--- src/rtl/csr_pkg.sv ---
// csr_pkg -- shared types and constants for the machine-mode trap path.
//   state_e             : interrupt controller FSM states
//   CAUSE_ILLEGAL_INSTR : mcause value for an illegal-instruction exception
//   CAUSE_IRQ_BASE      : mcause value for external line 0 (line n adds n)
//   irq_cause()         : builds the interrupt mcause from a line index
package csr_pkg;

  typedef enum logic [1:0] {
    ST_IDLE        = 2'd0,
    ST_HANDLER_IRQ = 2'd1,
    ST_HANDLER_EXC = 2'd2
  } state_e;

  localparam logic [31:0] CAUSE_ILLEGAL_INSTR = 32'h0000_0002;
  localparam logic [31:0] CAUSE_IRQ_BASE      = 32'h8000_0010;

  // Up to 16 lines, so a 4-bit index always suffices.
  localparam int IRQ_IDX_W = 4;

  function automatic logic [31:0] irq_cause(input logic [IRQ_IDX_W-1:0] idx);
    return CAUSE_IRQ_BASE + {{(32-IRQ_IDX_W){1'b0}}, idx};
  endfunction

endpackage

--- src/rtl/irq_priority_encoder.sv ---
// irq_priority_encoder -- combinational lowest-index-wins selector.
//   i_req   : N_IRQ request bits (already masked by the caller)
//   o_idx   : index of the lowest set request bit (0 when none)
//   o_valid : at least one request bit is set
module irq_priority_encoder
  import csr_pkg::*;
#(
  parameter int N_IRQ = 16
) (
  input  logic [N_IRQ-1:0]     i_req,
  output logic [IRQ_IDX_W-1:0] o_idx,
  output logic                 o_valid
);

  // Scan from the top down so the last hit, the lowest index, sticks.
  always_comb begin
    o_idx   = '0;
    o_valid = 1'b0;
    for (int i = N_IRQ - 1; i >= 0; i--) begin
      if (i_req[i]) begin
        o_idx   = IRQ_IDX_W'(i);
        o_valid = 1'b1;
      end
    end
  end

endmodule

--- src/rtl/interrupt_controller.sv ---
// interrupt_controller -- edge-triggered external interrupts plus the
// illegal-instruction exception, single-level with one exception nesting
// level on top of an interrupt handler.
//   clk_i       : clock, rising edge
//   rst_i       : synchronous active-high reset
//   irq_req_i   : external interrupt lines (rising-edge sensitive)
//   mie_i       : CSR mie, bit 16+n enables line n
//   exception_i : illegal-instruction exception this cycle
//   mret_i      : mret executed this cycle
//   trap_o      : trap entry this cycle (combinational)
//   mcause_o    : cause code, zero whenever trap_o is low
//   irq_ret_o   : one-cycle one-hot acknowledge of the serviced line
module interrupt_controller
  import csr_pkg::*;
#(
  parameter int N_IRQ = 16
) (
  input  logic             clk_i,
  input  logic             rst_i,
  input  logic [N_IRQ-1:0] irq_req_i,
  input  logic [31:0]      mie_i,
  input  logic             exception_i,
  input  logic             mret_i,
  output logic             trap_o,
  output logic [31:0]      mcause_o,
  output logic [N_IRQ-1:0] irq_ret_o
);

  state_e                 r_state;
  state_e                 w_state_nxt;
  logic [N_IRQ-1:0]       r_sampled;
  logic [N_IRQ-1:0]       r_pending;
  logic [IRQ_IDX_W-1:0]   r_irq_id;
  logic                   r_irq_active;

  logic [N_IRQ-1:0]       w_rise;
  logic [N_IRQ-1:0]       w_eligible;
  logic [IRQ_IDX_W-1:0]   w_sel_idx;
  logic                   w_sel_valid;
  logic                   w_take_irq;
  logic                   w_irq_ret_fire;
  logic                   w_unused_mie;

  // Only the line-enable field of mie is consulted; the rest is folded
  // away so partial use of the CSR stays intentional.
  assign w_unused_mie = ^mie_i;

  assign w_rise     = irq_req_i & ~r_sampled;
  // Pending bits ignore the mask; masking only gates selection.
  assign w_eligible = r_pending & mie_i[16 +: N_IRQ];

  irq_priority_encoder #(
    .N_IRQ (N_IRQ)
  ) u_prio (
    .i_req   (w_eligible),
    .o_idx   (w_sel_idx),
    .o_valid (w_sel_valid)
  );

  // An exception always beats a pending interrupt, and interrupts are only
  // taken from IDLE (no nesting).
  assign w_take_irq = !rst_i && (r_state == ST_IDLE) && !exception_i && w_sel_valid;

  // Exception has precedence over mret in the same cycle.
  assign w_irq_ret_fire = !rst_i && (r_state == ST_HANDLER_IRQ) && mret_i && !exception_i;

  // ---------------- state register ----------------
  always_ff @(posedge clk_i) begin
    if (rst_i) begin
      r_state <= ST_IDLE;
    end else begin
      r_state <= w_state_nxt;
    end
  end

  // ---------------- next-state logic ----------------
  always_comb begin
    w_state_nxt = r_state;
    unique case (r_state)
      ST_IDLE: begin
        if (exception_i)      w_state_nxt = ST_HANDLER_EXC;
        else if (w_sel_valid) w_state_nxt = ST_HANDLER_IRQ;
      end
      ST_HANDLER_IRQ: begin
        if (exception_i) w_state_nxt = ST_HANDLER_EXC;
        else if (mret_i) w_state_nxt = ST_IDLE;
      end
      ST_HANDLER_EXC: begin
        // Returning from an exception resumes the interrupted IRQ handler
        // if one was running underneath.
        if (exception_i) w_state_nxt = ST_HANDLER_EXC;
        else if (mret_i) w_state_nxt = r_irq_active ? ST_HANDLER_IRQ : ST_IDLE;
      end
      default: w_state_nxt = ST_IDLE;
    endcase
  end

  // ---------------- output logic ----------------
  always_comb begin
    trap_o   = 1'b0;
    mcause_o = '0;
    if (!rst_i) begin
      if (exception_i) begin
        trap_o   = 1'b1;
        mcause_o = CAUSE_ILLEGAL_INSTR;
      end else if (r_state == ST_IDLE && w_sel_valid) begin
        trap_o   = 1'b1;
        mcause_o = irq_cause(w_sel_idx);
      end
    end
  end

  for (genvar n = 0; n < N_IRQ; n++) begin : g_ret
    assign irq_ret_o[n] = w_irq_ret_fire && (r_irq_id == IRQ_IDX_W'(n));
  end

  // ---------------- line sampling, pending and active-IRQ bookkeeping ----
  always_ff @(posedge clk_i) begin
    if (rst_i) begin
      r_sampled    <= '0;
      r_pending    <= '0;
      r_irq_id     <= '0;
      r_irq_active <= 1'b0;
    end else begin
      r_sampled <= irq_req_i;
      // A fresh edge in the same cycle as the acknowledge keeps the bit set.
      r_pending <= (r_pending & ~irq_ret_o) | w_rise;
      if (w_take_irq) begin
        r_irq_id     <= w_sel_idx;
        r_irq_active <= 1'b1;
      end else if (w_irq_ret_fire) begin
        r_irq_active <= 1'b0;
      end
    end
  end

endmodule

--- config.mk ---
export PLATFORM = sky130hd
export DESIGN_NAME = interrupt_controller
export DESIGN_NICKNAME = d
export VERILOG_FILES = /design/src/rtl/csr_pkg.sv /design/src/rtl/irq_priority_encoder.sv /design/src/rtl/interrupt_controller.sv
export SDC_FILE = /design/constraint.sdc
export NUM_CORES = 1
export LEC_CHECK = 0
export ABC_AREA = 1
export CORE_ASPECT_RATIO = 0.9
export CORE_MARGIN = 4
export CORE_UTILIZATION = 42
export DETAILED_ROUTE_END_ITERATION = 8
export PLACE_DENSITY = 0.83
export SETUP_SLACK_MARGIN = 0.2
export SLEW_MARGIN = 20
export SYNTH_ARGS = -nofsm -noshare
export SYNTH_HDL_FRONTEND = slang
export SYNTH_HIERARCHICAL = 1
export SYNTH_SLANG_ARGS = --single-unit
--- constraint.sdc ---
create_clock -name clk_i -period 3 [get_ports clk_i]
set_input_delay 0.9 -clock clk_i [delete_from_list [all_inputs] [get_ports clk_i]]
set_output_delay 0.9 -clock clk_i [all_outputs]
set_load 0.02 [all_outputs]
==> After elaboration in Yosys (flattened, before gate mapping) <==
Index checks and enable logic that the tools add are counted.
W data, S select, Z words.
{ "classes": {"addsub": 1, "multipliers": 0, "div_mod_pow": 0, "n_lt_le_gt_ge": 0, "n_eq_ne": 20, "n_shift": 0, "n_mux": 48, "n_bitwise": 6, "reduce_logical": 29} }
{ "op_table": {"columns": ["op", "n"], "rows": [
  ["$mux W32", 3],
  ["$mux W4", 16],
  ["$and A16 B16 Y16", 3],
  ["$add A32 B4 Y32 const A", 1],
  ["$eq A4 B4 Y1 const B", 8],
  ["$not A16 Y16", 2],
  ["$logic_and A1 B1 Y1", 23],
  ["$mux W1", 22],
  ["$eq A4 B3 Y1 const B", 4],
  ["$or A16 B16 Y16", 1],
  ["$mux W2", 6],
  ["$ne A3 B3 Y1 const B", 3],
  ["$eq A4 B2 Y1 const B", 2],
  ["$pmux W2 S3", 1],
  ["$eq A4 B1 Y1 const B", 1],
  ["$logic_not A4 Y1", 1],
  ["$reduce_and A3 Y1", 1],
  ["$eq A2 B1 Y1 const B", 1],
  ["$eq A2 B2 Y1 const B", 1],
  ["$logic_not A1 Y1", 2],
  ["$logic_not A2 Y1", 1],
  ["$reduce_bool A2 Y1", 1]
]} }
{ "totals": {"ff_bits": 39, "latch_bits": 0, "mem_bits_rw": 0, "rom_bits": 0, "elab_cells": 109, "mem_count": 0} }

==> Longest topological paths before layout <==
{ "logic_depth": {"depth_word": 21, "ltp_mapped": 19} }

==> By module <==
The synthesis kept the hierarchy.
{ "by_module_without_submodules": {"columns": ["module", "n_inst", "cells_per_inst", "area_per_inst_um2", "seq_area_each_um2"], "rows": [
  ["interrupt_controller", 1, 327, 2088.3, 780.7],
  ["irq_priority_encoder", 1, 49, 209.0, 0.0]
]} }

==> Least setup slack after synthesis <==
Ideal clock, no wire load.
{ "synth_timing": {"kind": "input -> output", "start": "input mie_i[31]", "end": "output mcause_o[3]", "arrival_ns": 2.051, "required_ns": 2.100, "setup_slack_ns": 0.049, "cell_stages": 11, "n_path_buf": 0, "cell_sequence": "nand2_1 -> inv_1 -> or2_1 -> nor4_1 -> nand2_1 -> inv_1 -> nor2_1 -> nand2_1 -> inv_2 -> nand2_1 -> inv_1"} }
{ "synth_between": {"elab_chain_len": 21} }
{ "synth_lines": {"columns": ["item", "line_no", "source"], "rows": [
  ["from (decl)", "interrupt_controller.sv:21", "input logic [31:0] mie_i,"],
  ["$and A16 B16 Y16", "interrupt_controller.sv:50", "assign w_eligible = r_pending & mie_i[16 +: N_IRQ];"],
  ["net w_eligible[15]", "interrupt_controller.sv:37", "logic [N_IRQ-1:0] w_eligible;"],
  ["$mux W1 (16 in a row)", "irq_priority_encoder.sv:20", "if (i_req[i]) begin"],
  ["net w_sel_valid", "interrupt_controller.sv:39", "logic w_sel_valid;"],
  ["$logic_and A1 B1 Y1", "interrupt_controller.sv:106", "end else if (r_state == ST_IDLE && w_sel_valid) begin"],
  ["$mux W32", "interrupt_controller.sv:106", null],
  ["$mux W32", "interrupt_controller.sv:103", "if (exception_i) begin"],
  ["$mux W32", "interrupt_controller.sv:102", "if (!rst_i) begin"],
  ["to (decl)", "interrupt_controller.sv:25", "output logic [31:0] mcause_o,"]
]} }
The timed path passes the listed nets, and every way through them passes these cells.

==> Final worst setup path <==
{ "layout_timing": {"start": "input mie_i[28]", "end": "output mcause_o[1]"} }
{ "layout_between": {"elab_chain_len": 18} }
{ "layout_lines": {"columns": ["item", "line_no", "source"], "rows": [
  ["$and A16 B16 Y16", "interrupt_controller.sv:50", null],
  ["net w_eligible[12]", "interrupt_controller.sv:37", null],
  ["$mux W4 (13 in a row)", "irq_priority_encoder.sv:20", null],
  ["net w_sel_idx[1]", "interrupt_controller.sv:38", "logic [IRQ_IDX_W-1:0] w_sel_idx;"],
  ["$add A32 B4 Y32", "csr_pkg.sv:21", "return CAUSE_IRQ_BASE + {{(32-IRQ_IDX_W){1'b0}}, idx};"],
  ["$mux W32", "interrupt_controller.sv:106", null],
  ["$mux W32", "interrupt_controller.sv:103", null],
  ["$mux W32", "interrupt_controller.sv:102", null]
]} }
The timed path passes the listed nets, and every way through them passes these cells.

==> impl.org <==
** Run status
- Outcome :: complete, but fails checks
- Failing checks :: negative setup slack

** Drt
- Remaining antenna violation count after routing :: 0
- Total detailed-routing wirelength :: 7120 µm
- The first routing iteration left 216 violations.
- Dividing the detail-routed wire length by the instance count gives 12.8 µm.
- Across all layers, the routed design uses 2493 vias.
- For this run, design rule violations remaining after detail routing come to 0.
- Detail-routed via count per cell :: 4.47
- Total iterations of the first detailed-routing run :: 4

** Yosys
- After synthesis, the share of flip-flops with an asynchronous set or reset is 0.
- Commonest register cell after synthesis :: sky130_fd_sc_hd__dfxtp_1
- For this run, the number of Yosys warnings is 6.
- In the post-synthesis netlist, the cell with the most instances is sky130_fd_sc_hd__inv_1.
- Dividing the synthesized area by the synthesized cell count gives 6.11 µm².
- Commonest cells in the synthesized netlist :: sky130_fd_sc_hd__inv_1, sky130_fd_sc_hd__nand2_1, sky130_fd_sc_hd__nor2_1, sky130_fd_sc_hd__dfxtp_1, sky130_fd_sc_hd__buf_4
- For this run, the register share of the synthesized area comes to 0.340.
- Leading area contributor after synthesis :: sky130_fd_sc_hd__dfxtp_1
- The synthesized netlist contains 23 unique library cells.
- Number of enable-type register cells in the synthesized netlist :: 0
- Synthesis inferred 39 register bits.
- Summing every instance area after synthesis gives 2300 µm².
- Ranked by total cell area, the synthesized netlist is headed by sky130_fd_sc_hd__dfxtp_1, sky130_fd_sc_hd__inv_1, sky130_fd_sc_hd__nand2_1.
- Of the post-synthesis cell area, the dominant cell type holds 0.340.
- Counting every instance in the synthesized netlist gives 376.

** Worst setup path
- Maximum net fanout on the critical path :: 2
- The signal on the critical path passes through clkdlybuf4s15_1 > nand2_1 > inv_2 > inv_2 > buf_4 > nand3_2 > nand3_2 > nand3_2 > nand3_2 > a21oi_2 > nor3_2 > nand2_1 > a21oi_4 > buf_6.
- Standard cell with the maximum stage delay on the critical path :: sky130_fd_sc_hd__clkdlybuf4s15_1
- Data on the critical path arrives at its endpoint at 2.38 ns.
- The worst setup path is launched from a primary input.
- In this design, the critical path's most frequently occurring cell is sky130_fd_sc_hd__nand3_2.
- On the worst path, the slowest cell contributes a delay of 0.18 ns.
- Kind of end point of the critical path :: output port
- Type of the worst setup path :: primary input to output port
- Required time worst endpoint :: 2.10 ns

** Global routing
- The first global-routing pass estimated 10300 µm of wire.
- For this run, the total global-route usage over all layers was measured as 0.192.
- Initial antenna violation count :: 0
- Entering global routing, the biggest net connects 37 pins.
- Global route total overflow :: 0
- The number of global-route vias before repair came to 2339.

** Timing
- The total count of max-transition violations in the final report came to 0.
- For the final routed database, the setup TNS stands at -1.54 ns.
- Post-Route Hold Slack :: 0.460 ns
- Of the available clock period, the critical path in the final layout requires 1.09.
- Max Clock Freq :: 0.305 GHz
- The worst path in the final design needs a cycle of 3.28 ns, including I/O delays and setup.
- Worst Tran Pin Value :: 0.544 ns
- In this run the tightest slew margin relative to its limit is 0.636.
- # setup viols final :: 7
- Between clock sinks in the finished design, the worst skew comes to 0.00455 ns.
- In the post-route analysis, the smallest setup slack over all paths is -0.278 ns.
- Setup repair after global routing could not meet its margin everywhere.
- The total count of hold-check failures in the final report came to 0.

** Power
- Total power for the finished layout comes to 0.00135 W.
- For this design the static power due to leakage is 2.13 nW.
- IR analysis of the VDD net gives a maximum drop of 0.214 mV.
- Power Dens Cells :: 387 nW/µm²

** Floorplanning
- Measured along the x axis, the die boundary spans 86.0 µm.
- Floorplan row count :: 25
- The initial utilization of the core area, before any placement, comes to 0.435.
- The total area inside the core boundary comes to 5290 µm².
- The die covers 6720 µm².
- Height of the chip :: 78.2 µm
- IO Count :: 101

** Layout
- Share of post-route cells with drive strength above 1 :: 0.340
- For this run, the post-layout net count is 542.
- The repair_antennas step left the layout with diodes totalling 0.
- Final core utilization :: 0.661
- Non-filler instance count after layout :: 558
- Counting the fill cells in the layout gives 427.
- Area growth syn-to-layout :: 52.0%

** Clock network
- CTS sink count :: 39
- Clock latency on the worst-skew pair :: 0.30 ns
- In this run the deepest clock path goes through 2 buffers.
- In this run, CTS created clock tree buffers numbering 5.
- Clock-pin slew reported for the worst setup and hold paths after clock tree synthesis :: 0.07 ns
- TritonCTS built the clock tree.
- H-tree depth :: 2
- Clock tree synthesis selected as its root buffer the cell sky130_fd_sc_hd__clkbuf_8.

** Flow run
- Number of maximum-capacitance violations :: 0

** Placement
- Summed over all nets, the half-perimeter wirelength after detailed placement is 4260 µm.
- Counting tap cells, the placed design contains a total of 516 instances.
- Weighted congestion at the end of routability-driven global placement :: 0.907
- The count of buffers added on input and output ports is 58.

** Min path
- Min-delay worst type :: register to register
[flip-flops by register name, summed over array words and instances (netlist names)]
name          flops
r_irq_id          4
r_state           2
r_irq_active      1
r_sampled        16
r_pending        16
[critical path, delay by kind of cell]
| kind | cells | cell delay, ns |
|---|---|---|
| and+or+nand+nor | 7 | 0.73 |
| buffers and inverters | 5 | 0.52 |
| AOI/OAI and AO/OA | 2 | 0.24 |
[logic make-up after synthesis]
logic type,synth area share
other,0.00163
AND/OR/NAND/NOR,0.349
AO/OA/AOI/OAI,0.0169
buffers and inverters,0.292
flip-flops,0.340
[final timing paths]
kind	startpoint	endpoint	slack, ns	cells after the start
worst max register to register	r_pending[15]	r_irq_id[0]	1.20	20
worst min-delay path	r_sampled[1]	r_pending[1]	0.46	3
worst min register to register	r_sampled[1]	r_pending[1]	0.46	3
worst max-delay path	mie_i[28]	mcause_o[1]	-0.28	14
[repair_timing]
action,4_1_cts,5_1_grt
gates resized for setup,178,52
pin swaps,29,36
cloned,2,0
setup buffers,20,12
hold buffers,0,0
setup endpoints to repair,23,23
[cells in the final DEF (no fill, tap or decap)]
cell                              instances
sky130_fd_sc_hd__nor4_4                   1
sky130_fd_sc_hd__clkbuf_1                 1
sky130_fd_sc_hd__inv_1                   80
sky130_fd_sc_hd__clkdlybuf4s50_1         16
sky130_fd_sc_hd__nand2_2                  8
sky130_fd_sc_hd__inv_2                   30
sky130_fd_sc_hd__clkdlybuf4s15_1          2
sky130_fd_sc_hd__conb_1                  26
sky130_fd_sc_hd__buf_4                   54
sky130_fd_sc_hd__buf_6                   18
sky130_fd_sc_hd__o21ai_0                  2
sky130_fd_sc_hd__clkbuf_2                 7
sky130_fd_sc_hd__buf_2                    7
sky130_fd_sc_hd__nand2_4                  3
sky130_fd_sc_hd__nand4_1                  1
sky130_fd_sc_hd__dlygate4sd2_1            5
sky130_fd_sc_hd__nand3_4                  5
sky130_fd_sc_hd__nor2_8                   1
sky130_fd_sc_hd__dfxtp_1                 39
sky130_fd_sc_hd__nand2_8                  1
sky130_fd_sc_hd__a21oi_4                  1
sky130_fd_sc_hd__a21oi_1                  2
sky130_fd_sc_hd__or2_1                    1
sky130_fd_sc_hd__nor2_1                  45
sky130_fd_sc_hd__nand3_2                 11
sky130_fd_sc_hd__nor3_1                   1
sky130_fd_sc_hd__clkbuf_8                 5
sky130_fd_sc_hd__buf_12                   1
sky130_fd_sc_hd__clkinv_4                 2
sky130_fd_sc_hd__dlymetal6s2s_1           2
sky130_fd_sc_hd__nand3_1                 14
sky130_fd_sc_hd__nor3_2                   2
sky130_fd_sc_hd__clkinv_2                 1
sky130_fd_sc_hd__nor2_4                   6
sky130_fd_sc_hd__clkinvlp_4               1
sky130_fd_sc_hd__nand2_1                 87
sky130_fd_sc_hd__a21oi_2                  2
[metal layers]
| layer | part of all wire | vias up | track usage |
|---|---|---|---|
| met5 | 0 | - | 0 |
| met4 | 0.048 | 0 | 0.0807 |
| met3 | 0.078 | 38 | 0.0462 |
| met2 | 0.50 | 122 | 0.351 |
| met1 | 0.37 | 1091 | 0.207 |
| li1 | - | 1242 | - |
[through the flow]
step           cell area [µm²]  setup slack [ns]
2_1_floorplan             2410             0.184
3_3_place_gp              2990            -0.895
3_5_place_dp              2990            -0.932
4_1_cts                   3310            -0.246
5_1_grt                   3490            -0.337
6_report                  3490            -0.278
[where the power goes]
group          internal, W  switching, W
combinational     0.000176      0.000240
sequential        0.000559     0.0000255
clock             0.000162      0.000189
total             0.000897      0.000455
[area by class of cell]
| cell class | count | area [µm²] | area share |
|---|---|---|---|
| multi-input combinational | 220 | 1160 | 0.334 |
| timing repair buffer | 112 | 947 | 0.271 |
| sequential | 39 | 781 | 0.224 |
| inverter | 112 | 430 | 0.123 |
| tap | 67 | 83.8 | 0.0240 |
| clock buffer | 6 | 72.6 | 0.0208 |
| clock inverter | 2 | 12.5 | 0.00358 |
Power figures use the tool's default switching activity.
